**src/rtl/fetch_pkg.sv**
```systemverilog
// Shared types and defaults for the fetch/PC stage of the 16-bit datapath.
package fetch_pkg;

    typedef enum logic [1:0] {
        BOOT = 2'd0,
        RUN  = 2'd1,
        HALT = 2'd2
    } fetch_state_t;

    localparam int          FETCH_WIDTH   = 16;
    localparam logic [15:0] NOP_INSTR_DEF = 16'h0000;
    localparam logic [15:0] RESET_VEC_DEF = 16'h0000;
    localparam logic [15:0] PC_INC        = 16'd2;

endpackage

```
**src/rtl/fetch_pc_stage_if.sv**
```systemverilog
// Bundle between the fetch stage and its surroundings (next-PC mux, imem, hazard unit, decode).
interface fetch_pc_stage_if #(
    parameter int WIDTH = 16
);
    logic [WIDTH-1:0] next_pc;
    logic [WIDTH-1:0] instr_in;
    logic             stall;
    logic             flush;
    logic             halt_req;
    logic [WIDTH-1:0] pc_out;
    logic [WIDTH-1:0] pc_plus2;
    logic [WIDTH-1:0] ifid_instr;
    logic [WIDTH-1:0] ifid_pc2;
    logic             ifid_valid;
    logic             halted;

    modport master (
        output next_pc, instr_in, stall, flush, halt_req,
        input  pc_out, pc_plus2, ifid_instr, ifid_pc2, ifid_valid, halted
    );

    modport slave (
        input  next_pc, instr_in, stall, flush, halt_req,
        output pc_out, pc_plus2, ifid_instr, ifid_pc2, ifid_valid, halted
    );
endinterface

```
**src/rtl/fetch_pc_stage_pipe_reg16.sv**
```systemverilog
// Load-enabled register with asynchronous active-low clear to a parameter value.
module pipe_reg16 #(
    parameter int             WIDTH   = 16,
    parameter logic [WIDTH-1:0] CLR_VAL = '0
) (
    input  logic             clk,
    input  logic             rst_n,
    input  logic             en,
    input  logic [WIDTH-1:0] d,
    output logic [WIDTH-1:0] q
);

    always_ff @(posedge clk or negedge rst_n) begin
        if (!rst_n) begin
            q <= CLR_VAL;
        end else if (en) begin
            q <= d;
        end
    end

endmodule

```
**src/rtl/fetch_pc_stage.sv**
```systemverilog
// PC register and IF/ID pipeline register with stall, flush and sticky halt.
//
// state | meaning
// BOOT  | one cycle after reset release; PC at reset vector, IF/ID empty
// RUN   | normal fetch; priority flush > stall > halt_req > advance
// HALT  | everything frozen until reset
module fetch_pc_stage
    import fetch_pkg::*;
#(
    parameter int               WIDTH     = FETCH_WIDTH,
    parameter logic [WIDTH-1:0] RESET_VEC = WIDTH'(RESET_VEC_DEF),
    parameter logic [WIDTH-1:0] NOP_INSTR = WIDTH'(NOP_INSTR_DEF)
) (
    input  logic            clk,
    input  logic            rst_n,
    fetch_pc_stage_if.slave io
);

    fetch_state_t     state;
    logic             run;
    logic             squash;
    logic             pc_en;
    logic             ifid_en;
    logic             valid_q;
    logic             halted_q;
    logic [WIDTH-1:0] pc_q;
    logic [WIDTH-1:0] pc_d;
    logic [WIDTH-1:0] pc_inc;
    logic [WIDTH-1:0] instr_d;
    logic [WIDTH-1:0] instr_q;
    logic [WIDTH-1:0] pc2_d;
    logic [WIDTH-1:0] pc2_q;

    assign run     = (state == RUN);
    // Flush wins over stall; halt only squashes when not stalled.
    assign squash  = io.flush || (!io.stall && io.halt_req);
    assign pc_en   = run && (io.flush || (!io.stall && !io.halt_req));
    assign ifid_en = run && (io.flush || !io.stall);

    assign pc_inc  = pc_q + WIDTH'(PC_INC);
    assign pc_d    = {io.next_pc[WIDTH-1:1], 1'b0};
    assign instr_d = squash ? NOP_INSTR : io.instr_in;
    assign pc2_d   = squash ? '0 : pc_inc;

    pipe_reg16 #(.WIDTH(WIDTH), .CLR_VAL(RESET_VEC)) u_pc (
        .clk   (clk),
        .rst_n (rst_n),
        .en    (pc_en),
        .d     (pc_d),
        .q     (pc_q)
    );

    pipe_reg16 #(.WIDTH(WIDTH), .CLR_VAL(NOP_INSTR)) u_ifid_instr (
        .clk   (clk),
        .rst_n (rst_n),
        .en    (ifid_en),
        .d     (instr_d),
        .q     (instr_q)
    );

    pipe_reg16 #(.WIDTH(WIDTH), .CLR_VAL('0)) u_ifid_pc2 (
        .clk   (clk),
        .rst_n (rst_n),
        .en    (ifid_en),
        .d     (pc2_d),
        .q     (pc2_q)
    );

    always_ff @(posedge clk or negedge rst_n) begin
        if (!rst_n) begin
            state    <= BOOT;
            valid_q  <= 1'b0;
            halted_q <= 1'b0;
        end else begin
            case (state)
                BOOT: state <= RUN;
                RUN: begin
                    if (io.flush) begin
                        valid_q <= 1'b0;
                    end else if (io.stall) begin
                        valid_q <= valid_q;
                    end else if (io.halt_req) begin
                        valid_q  <= 1'b0;
                        halted_q <= 1'b1;
                        state    <= HALT;
                    end else begin
                        valid_q <= 1'b1;
                    end
                end
                HALT: state <= HALT;
                default: begin
                    state    <= BOOT;
                    valid_q  <= 1'b0;
                    halted_q <= 1'b0;
                end
            endcase
        end
    end

    assign io.pc_out     = pc_q;
    assign io.pc_plus2   = pc_inc;
    assign io.ifid_instr = instr_q;
    assign io.ifid_pc2   = pc2_q;
    assign io.ifid_valid = valid_q;
    assign io.halted     = halted_q;

endmodule

```
**src/flat_wrapper.sv**
```systemverilog
// flat-port wrapper written by rule: the top's interface ports become plain ports
module fetch_pc_stage_flat import fetch_pkg::*;
#(
    parameter int               WIDTH     = FETCH_WIDTH,
    parameter logic [WIDTH-1:0] RESET_VEC = WIDTH'(RESET_VEC_DEF),
    parameter logic [WIDTH-1:0] NOP_INSTR = WIDTH'(NOP_INSTR_DEF)
)
  (clk, rst_n, io_next_pc, io_instr_in, io_stall, io_flush, io_halt_req, io_pc_out, io_pc_plus2, io_ifid_instr, io_ifid_pc2, io_ifid_valid, io_halted);
  fetch_pc_stage_if #(.WIDTH(WIDTH)) io_i ();
  input  logic clk;
  input  logic rst_n;
  input wire logic [$bits(io_i.next_pc)-1:0] io_next_pc;
  input wire logic [$bits(io_i.instr_in)-1:0] io_instr_in;
  input wire logic [$bits(io_i.stall)-1:0] io_stall;
  input wire logic [$bits(io_i.flush)-1:0] io_flush;
  input wire logic [$bits(io_i.halt_req)-1:0] io_halt_req;
  output wire logic [$bits(io_i.pc_out)-1:0] io_pc_out;
  output wire logic [$bits(io_i.pc_plus2)-1:0] io_pc_plus2;
  output wire logic [$bits(io_i.ifid_instr)-1:0] io_ifid_instr;
  output wire logic [$bits(io_i.ifid_pc2)-1:0] io_ifid_pc2;
  output wire logic [$bits(io_i.ifid_valid)-1:0] io_ifid_valid;
  output wire logic [$bits(io_i.halted)-1:0] io_halted;
  assign io_i.next_pc = io_next_pc;
  assign io_i.instr_in = io_instr_in;
  assign io_i.stall = io_stall;
  assign io_i.flush = io_flush;
  assign io_i.halt_req = io_halt_req;
  assign io_pc_out = io_i.pc_out;
  assign io_pc_plus2 = io_i.pc_plus2;
  assign io_ifid_instr = io_i.ifid_instr;
  assign io_ifid_pc2 = io_i.ifid_pc2;
  assign io_ifid_valid = io_i.ifid_valid;
  assign io_halted = io_i.halted;
  fetch_pc_stage #(.WIDTH(WIDTH), .RESET_VEC(RESET_VEC), .NOP_INSTR(NOP_INSTR)) u_core (.clk(clk), .rst_n(rst_n), .io(io_i));
endmodule
```
**config.mk**
```make
export PLATFORM = sky130hd
export DESIGN_NAME = fetch_pc_stage_flat
export DESIGN_NICKNAME = d
export VERILOG_FILES = /design/src/rtl/fetch_pkg.sv /design/src/rtl/fetch_pc_stage_if.sv /design/src/rtl/fetch_pc_stage_pipe_reg16.sv /design/src/rtl/fetch_pc_stage.sv /design/src/flat_wrapper.sv
export SDC_FILE = /design/constraint.sdc
export NUM_CORES = 1
export LEC_CHECK = 0
export BUFFER_PORTS_ARGS = -buffer_cell sky130_fd_sc_hd__buf_2
export CELL_PAD_IN_SITES_DETAIL_PLACEMENT = 0
export CELL_PAD_IN_SITES_GLOBAL_PLACEMENT = 1
export CORE_UTILIZATION = 30
export CTS_BUF_LIST = sky130_fd_sc_hd__clkbuf_8 sky130_fd_sc_hd__clkbuf_16
export CTS_CLUSTER_DIAMETER = 150
export DETAILED_ROUTE_END_ITERATION = 6
export PLACE_DENSITY_LB_ADDON = 0.1
export SLEW_MARGIN = 20
export SYNTH_ARGS = -nofsm -noshare
export SYNTH_HDL_FRONTEND = slang
export SYNTH_SLANG_ARGS = --single-unit
```
**constraint.sdc**
```tcl
create_clock -name clk -period 2.5 [get_ports clk]
set_clock_uncertainty 0.15 [all_clocks]
set_input_delay 0.125 -clock clk [delete_from_list [all_inputs] [get_ports clk]]
set_output_delay 0.125 -clock clk [all_outputs]
set_load 0.02 [all_outputs]
```
; Yosys cells after proc, flatten, opt, wreduce, memory -nomap -nowiden
; Cells that the tools add are included.
[totals]
reg_bits = 51
[op_classes]
add_sub_neg = 1
eq_ne = 6
n_mux = 14
n_bitwise = 1
reduce_logical = 14
[ops]
columns = op, count
row1 = $mux W16, 2
row2 = $add A16 B2 Y16 const B, 1
row3 = $mux W1, 6
row4 = $mux W2, 3
row5 = $ne A2 B2 Y1 const B, 3
row6 = $pmux W2 S3, 1
row7 = $logic_and A1 B1 Y1, 4
row8 = $pmux W1 S2, 2
row9 = $reduce_and A4 Y1, 1
row10 = $logic_or A1 B1 Y1, 3
row11 = $ne A3 B3 Y1 const B, 1
row12 = $reduce_and A3 Y1, 1
row13 = $eq A2 B1 Y1 const B, 1
row14 = $eq A2 B2 Y1 const B, 1
row15 = $logic_not A1 Y1, 2
row16 = $logic_not A2 Y1, 1
row17 = $reduce_and A2 Y1, 1
row18 = $reduce_or A2 Y1, 1
row19 = $not A1 Y1, 1

; Longest topological paths before layout
[depth]
depth_word = 4
mapped_depth = 7
depth_no_buf = 6

; Hierarchy
; A second synthesis with hierarchy kept.
[unflattened]
hier_cells = 217
area_unflattened_um2 = 2766.4
[modules_own_cells]
columns = mod, instances, cells_each, area_per_inst_um2
row1 = pipe_reg16, 3, 34, 649.4
row2 = fetch_pc_stage, 1, 115, 818.3

; Least setup slack after synthesis
; OpenSTA, ideal clock, no wires.
[synth_timing]
path_type = reg-to-reg
start = register u_core.u_pc.q[1]
end = register u_core.u_ifid_pc2.q[15]
setup_time_ns = 0.067
t_arrival_ns = 1.888
setup_slack_ns = 0.395
stages_incl_launch_ff = 6
synth_period_minus_slack_ns = 2.105
cell_sequence = dfrtp_1 > ha_1 > nand4_1 > nor4_1 > xor2_1 > a22o_1
[synth_via]
elab_chain_len = 2
[synth_lines]
columns = item, line_no
row1 = "start, declared", fetch_pc_stage_pipe_reg16.sv:10  ; output logic [WIDTH-1:0] q
row2 = "start signal, assigned", fetch_pc_stage_pipe_reg16.sv:15  ; q <= CLR_VAL;
row3 = "start signal, assigned", fetch_pc_stage_pipe_reg16.sv:17  ; q <= d;
row4 = $add A16 B2 Y16, fetch_pc_stage.sv:40  ; assign pc_inc = pc_q + WIDTH'(PC_INC);
row5 = named net io_pc_plus2[15], flat_wrapper.sv:18  ; output wire logic [$bits(io_i.pc_plus2)-1:0] io_pc_plus2;
row6 = $mux W16, fetch_pc_stage.sv:43  ; assign pc2_d = squash ? '0 : pc_inc;
row7 = "end signal, assigned", fetch_pc_stage_pipe_reg16.sv:15
row8 = "end signal, assigned", fetch_pc_stage_pipe_reg16.sv:17
row9 = "end, declared", fetch_pc_stage_pipe_reg16.sv:10
; The timed path passes the listed nets, and every way through them passes these cells.
; A chain may end at the register's enable or synchronous reset.

; Worst setup path after layout
[layout_timing]
start = register u_core.u_pc.q[1]
end = output io_pc_plus2[15]
[layout_via]
elab_chain_len = 1
[layout_lines]
columns = item, line_no
row1 = $add A16 B2 Y16, fetch_pc_stage.sv:40
row2 = "end, declared", flat_wrapper.sv:18
; No other way between the ends.

==> summary.txt <==
total power = 3990 uW
Static Leak = 0.00168 uW
sequential share of the synthesized area = 57.2%
final net count = 354
Initial Utilization = 31.7%
DIE WIDTH = 87.4 um
#FFs+latches synth = 50
hpwl dp = 4050 um
DRT Wirelength = 5800 um
Critical Path AT = 2.04 ns
largest net degree at the start of global routing = 32
core area = 6910 um2
num rows = 30
Fillers = 688
outcome = finished, final reports clean
Setup violations, final = 0
part of the cycle the worst path needs = 92.6%
TritonCTS clock tree = built
area grow syn2layout = 48.7%
worst hold stages = 3
Hold Path Class = input port to flop
# IOs = 103
die height = 87.4 um
Design Area, Final = 3250 um2
RSZ-0062 raised after global routing = no
die footprint = 7640 um2
final hold vios = 0
initial antenna violation count = 0
CP Class = flop to output pin
placed cell area = 2810 um2
vias = 1,879
Worst-path clk slew = 0.09 ns
Tmin final = 2.31 ns
via/cell ratio = 4.58
WL per Instance = 14.1 um
startpoint types = flop
number of diodes = 0
Setup crit end kind = output pin
root buffer cell = clkbuf_8
GRT Util Overall = 15.7%
Final Max Slew Viols = 0
synth unique cells = 30
GP Congestion = 0.780
gr ovfl total = 0
Remaining DRCs = 0
setup TNS = 0 ns
Synth Warn # = 0
htree depth = 2
f_max = 432 MHz
Num Clock Sinks = 50
clock buffer depth = 2
PortBufs = 98
Worst Path Required = 2.23 ns
Worst VDD drop = 0.000489 V
vias in the first global route = 1,812
Iter 0 DRT Violations = 38
pwr dens = 1230 nW/um2
commonest cells after routing, fill and taps aside = 98 x buf_2, 50 x dfrtp_1, 33 x dlygate4sd3_1
Max-Cap Viols = 0
reg2reg path depth = 6
Mean Syn Cell Area = 12.4 um2
commonest non-fill, non-tap cell in the layout = buf_2
Max Fanout on Critical Path = 7
first-pass GRT wire length = 9030 um
drt pass-1 iters = 4
cts bufs inserted = 5
antenna-violating nets left = 0
Post-Syn Area = 2190 um2
Clk Latency, worst-skew pair = 0.29 ns
layout cell share with drive strength beyond 1 = 43.3%
Synth Instances = 176
==> per-layer routing <==
| metal | vias up | GRT usage (%) | share of wire [%] |
|---|---|---|---|
| met5 | - | 0 | 0 |
| met4 | 0 | 4.62 | 1.1 |
| met3 | 6 | 3.03 | 4.0 |
| met2 | 57 | 26.8 | 51 |
| met1 | 910 | 20.2 | 44 |
| li1 | 906 | - | - |
==> critical path, stage by stage, from the launching register on <==
cell,delay (ns)
dfrtp_1,0.45
ha_1,0.25
nand4_1,0.11
buf_4,0.18
nor4_4,0.32
xor2_1,0.23
buf_2,0.20
==> cells in the mapped netlist <==
library cell  count  area (um2)
nor4_1            2        12.5
nand2b_1          1        6.26
xnor2_1           5        43.8
dfrtp_1          50        1250
a22oi_1           1        7.51
mux2_2           17         191
ha_1              4        50.1
nand3_1           3        15.0
and3_1            1        6.26
conb_1            1        3.75
a22o_1           29         254
o211ai_1          1        7.51
nand4_1           2        12.5
and2_1            1        6.26
or4_1             1        7.51
xor2_1            8        70.1
buf_4             3        22.5
nand2_1          11        41.3
a31oi_1           1        6.26
buf_2             1        5.00
and4bb_2          1        12.5
clkbuf_1          6        22.5
and3_2            1        7.51
nand3_2           2        20.0
inv_1             5        18.8
nor2_1            6        22.5
o21ai_1           1        5.00
or3_1             2        12.5
o21ai_0           4        20.0
nor3_1            5        25.0
==> worst paths after layout <==
check,startpoint,to,slack [ns]
min in group asynchronous,rst_n,u_core.u_ifid_instr.q[13]$_DFFE_PN0P_,0.22
max reg2reg,u_core.state[1]$_DFFE_PN0P_,u_core.u_ifid_pc2.q[14]$_DFFE_PN0P_,0.57
min,io_halt_req,u_core.io.halted$_DFFE_PN0P_,0.02
min reg2reg,u_core.u_ifid_pc2.q[1]$_DFFE_PN0P_,u_core.u_ifid_pc2.q[1]$_DFFE_PN0P_,0.33
max in group asynchronous,rst_n,u_core.u_ifid_instr.q[4]$_DFFE_PN0P_,1.56
max,u_core.u_pc.q[1]$_DFFE_PN0P_,io_pc_plus2[15],0.19
==> report_power, final <==
part | total (uW) | switching, uW | internal [uW]
clock network | 480 | 260 | 220
logic | 2050 | 1230 | 816
registers | 1460 | 311 | 1150
==> flip-flops by register name (all words and copies together) (netlist names) <==
signal,count
u_core.state,2
u_core.u_ifid_pc2.q,15
u_core.io.halted,1
u_core.u_ifid_instr.q,16
u_core.u_pc.q,15
u_core.io.ifid_valid,1
==> cell families after synthesis <==
family / Yosys count / share of synthesized area (%)
xor gates and xnor gates: 13 / 5.21
muxes: 17 / 8.75
DFF: 50 / 57.2
and+or+nand+nor: 39 / 9.50
buffers and inverters: 15 / 3.15
AOI/OAI and AO/OA: 37 / 13.7
other: 1 / 0.171
adders and majority gates: 4 / 2.29
==> metrics by stage <==
step | instances | hold WS [ns] | utilization, % | setup WS, ns
2_1_floorplan | 178 | -0.321 | - | 0.395
5_1_grt | 410 | 0.0369 | 47.1 | 0.0500
6_report | 410 | 0.0220 | 47.1 | 0.186
4_1_cts | 409 | 0.0128 | 46.9 | 0.0553
3_3_place_gp | 368 | -0.232 | 40.7 | 0.409
3_5_place_dp | 368 | -0.233 | 40.7 | 0.302
==> layout make-up <==
cell class / instances / area, um2 / share of cell area (%)
sequential: 50 / 1250 / 38.5
multi-input combinational: 113 / 898 / 27.6
timing repair buffer: 138 / 873 / 26.8
tap: 96 / 120 / 3.69
clock buffer: 6 / 82.6 / 2.54
inverter: 5 / 18.8 / 0.577
clock inverter: 2 / 8.76 / 0.269
==> repair_timing <==
item | CTS | global route
setup endpoints to repair | 1 | 1
hold buffers | 33 | 0
buffers inserted | 0 | 1
pin swaps | 0 | 0
gates resized for setup | 1 | 1
endpoints found under the hold margin | 81 | 0
Power figures use the tool's default switching activity.
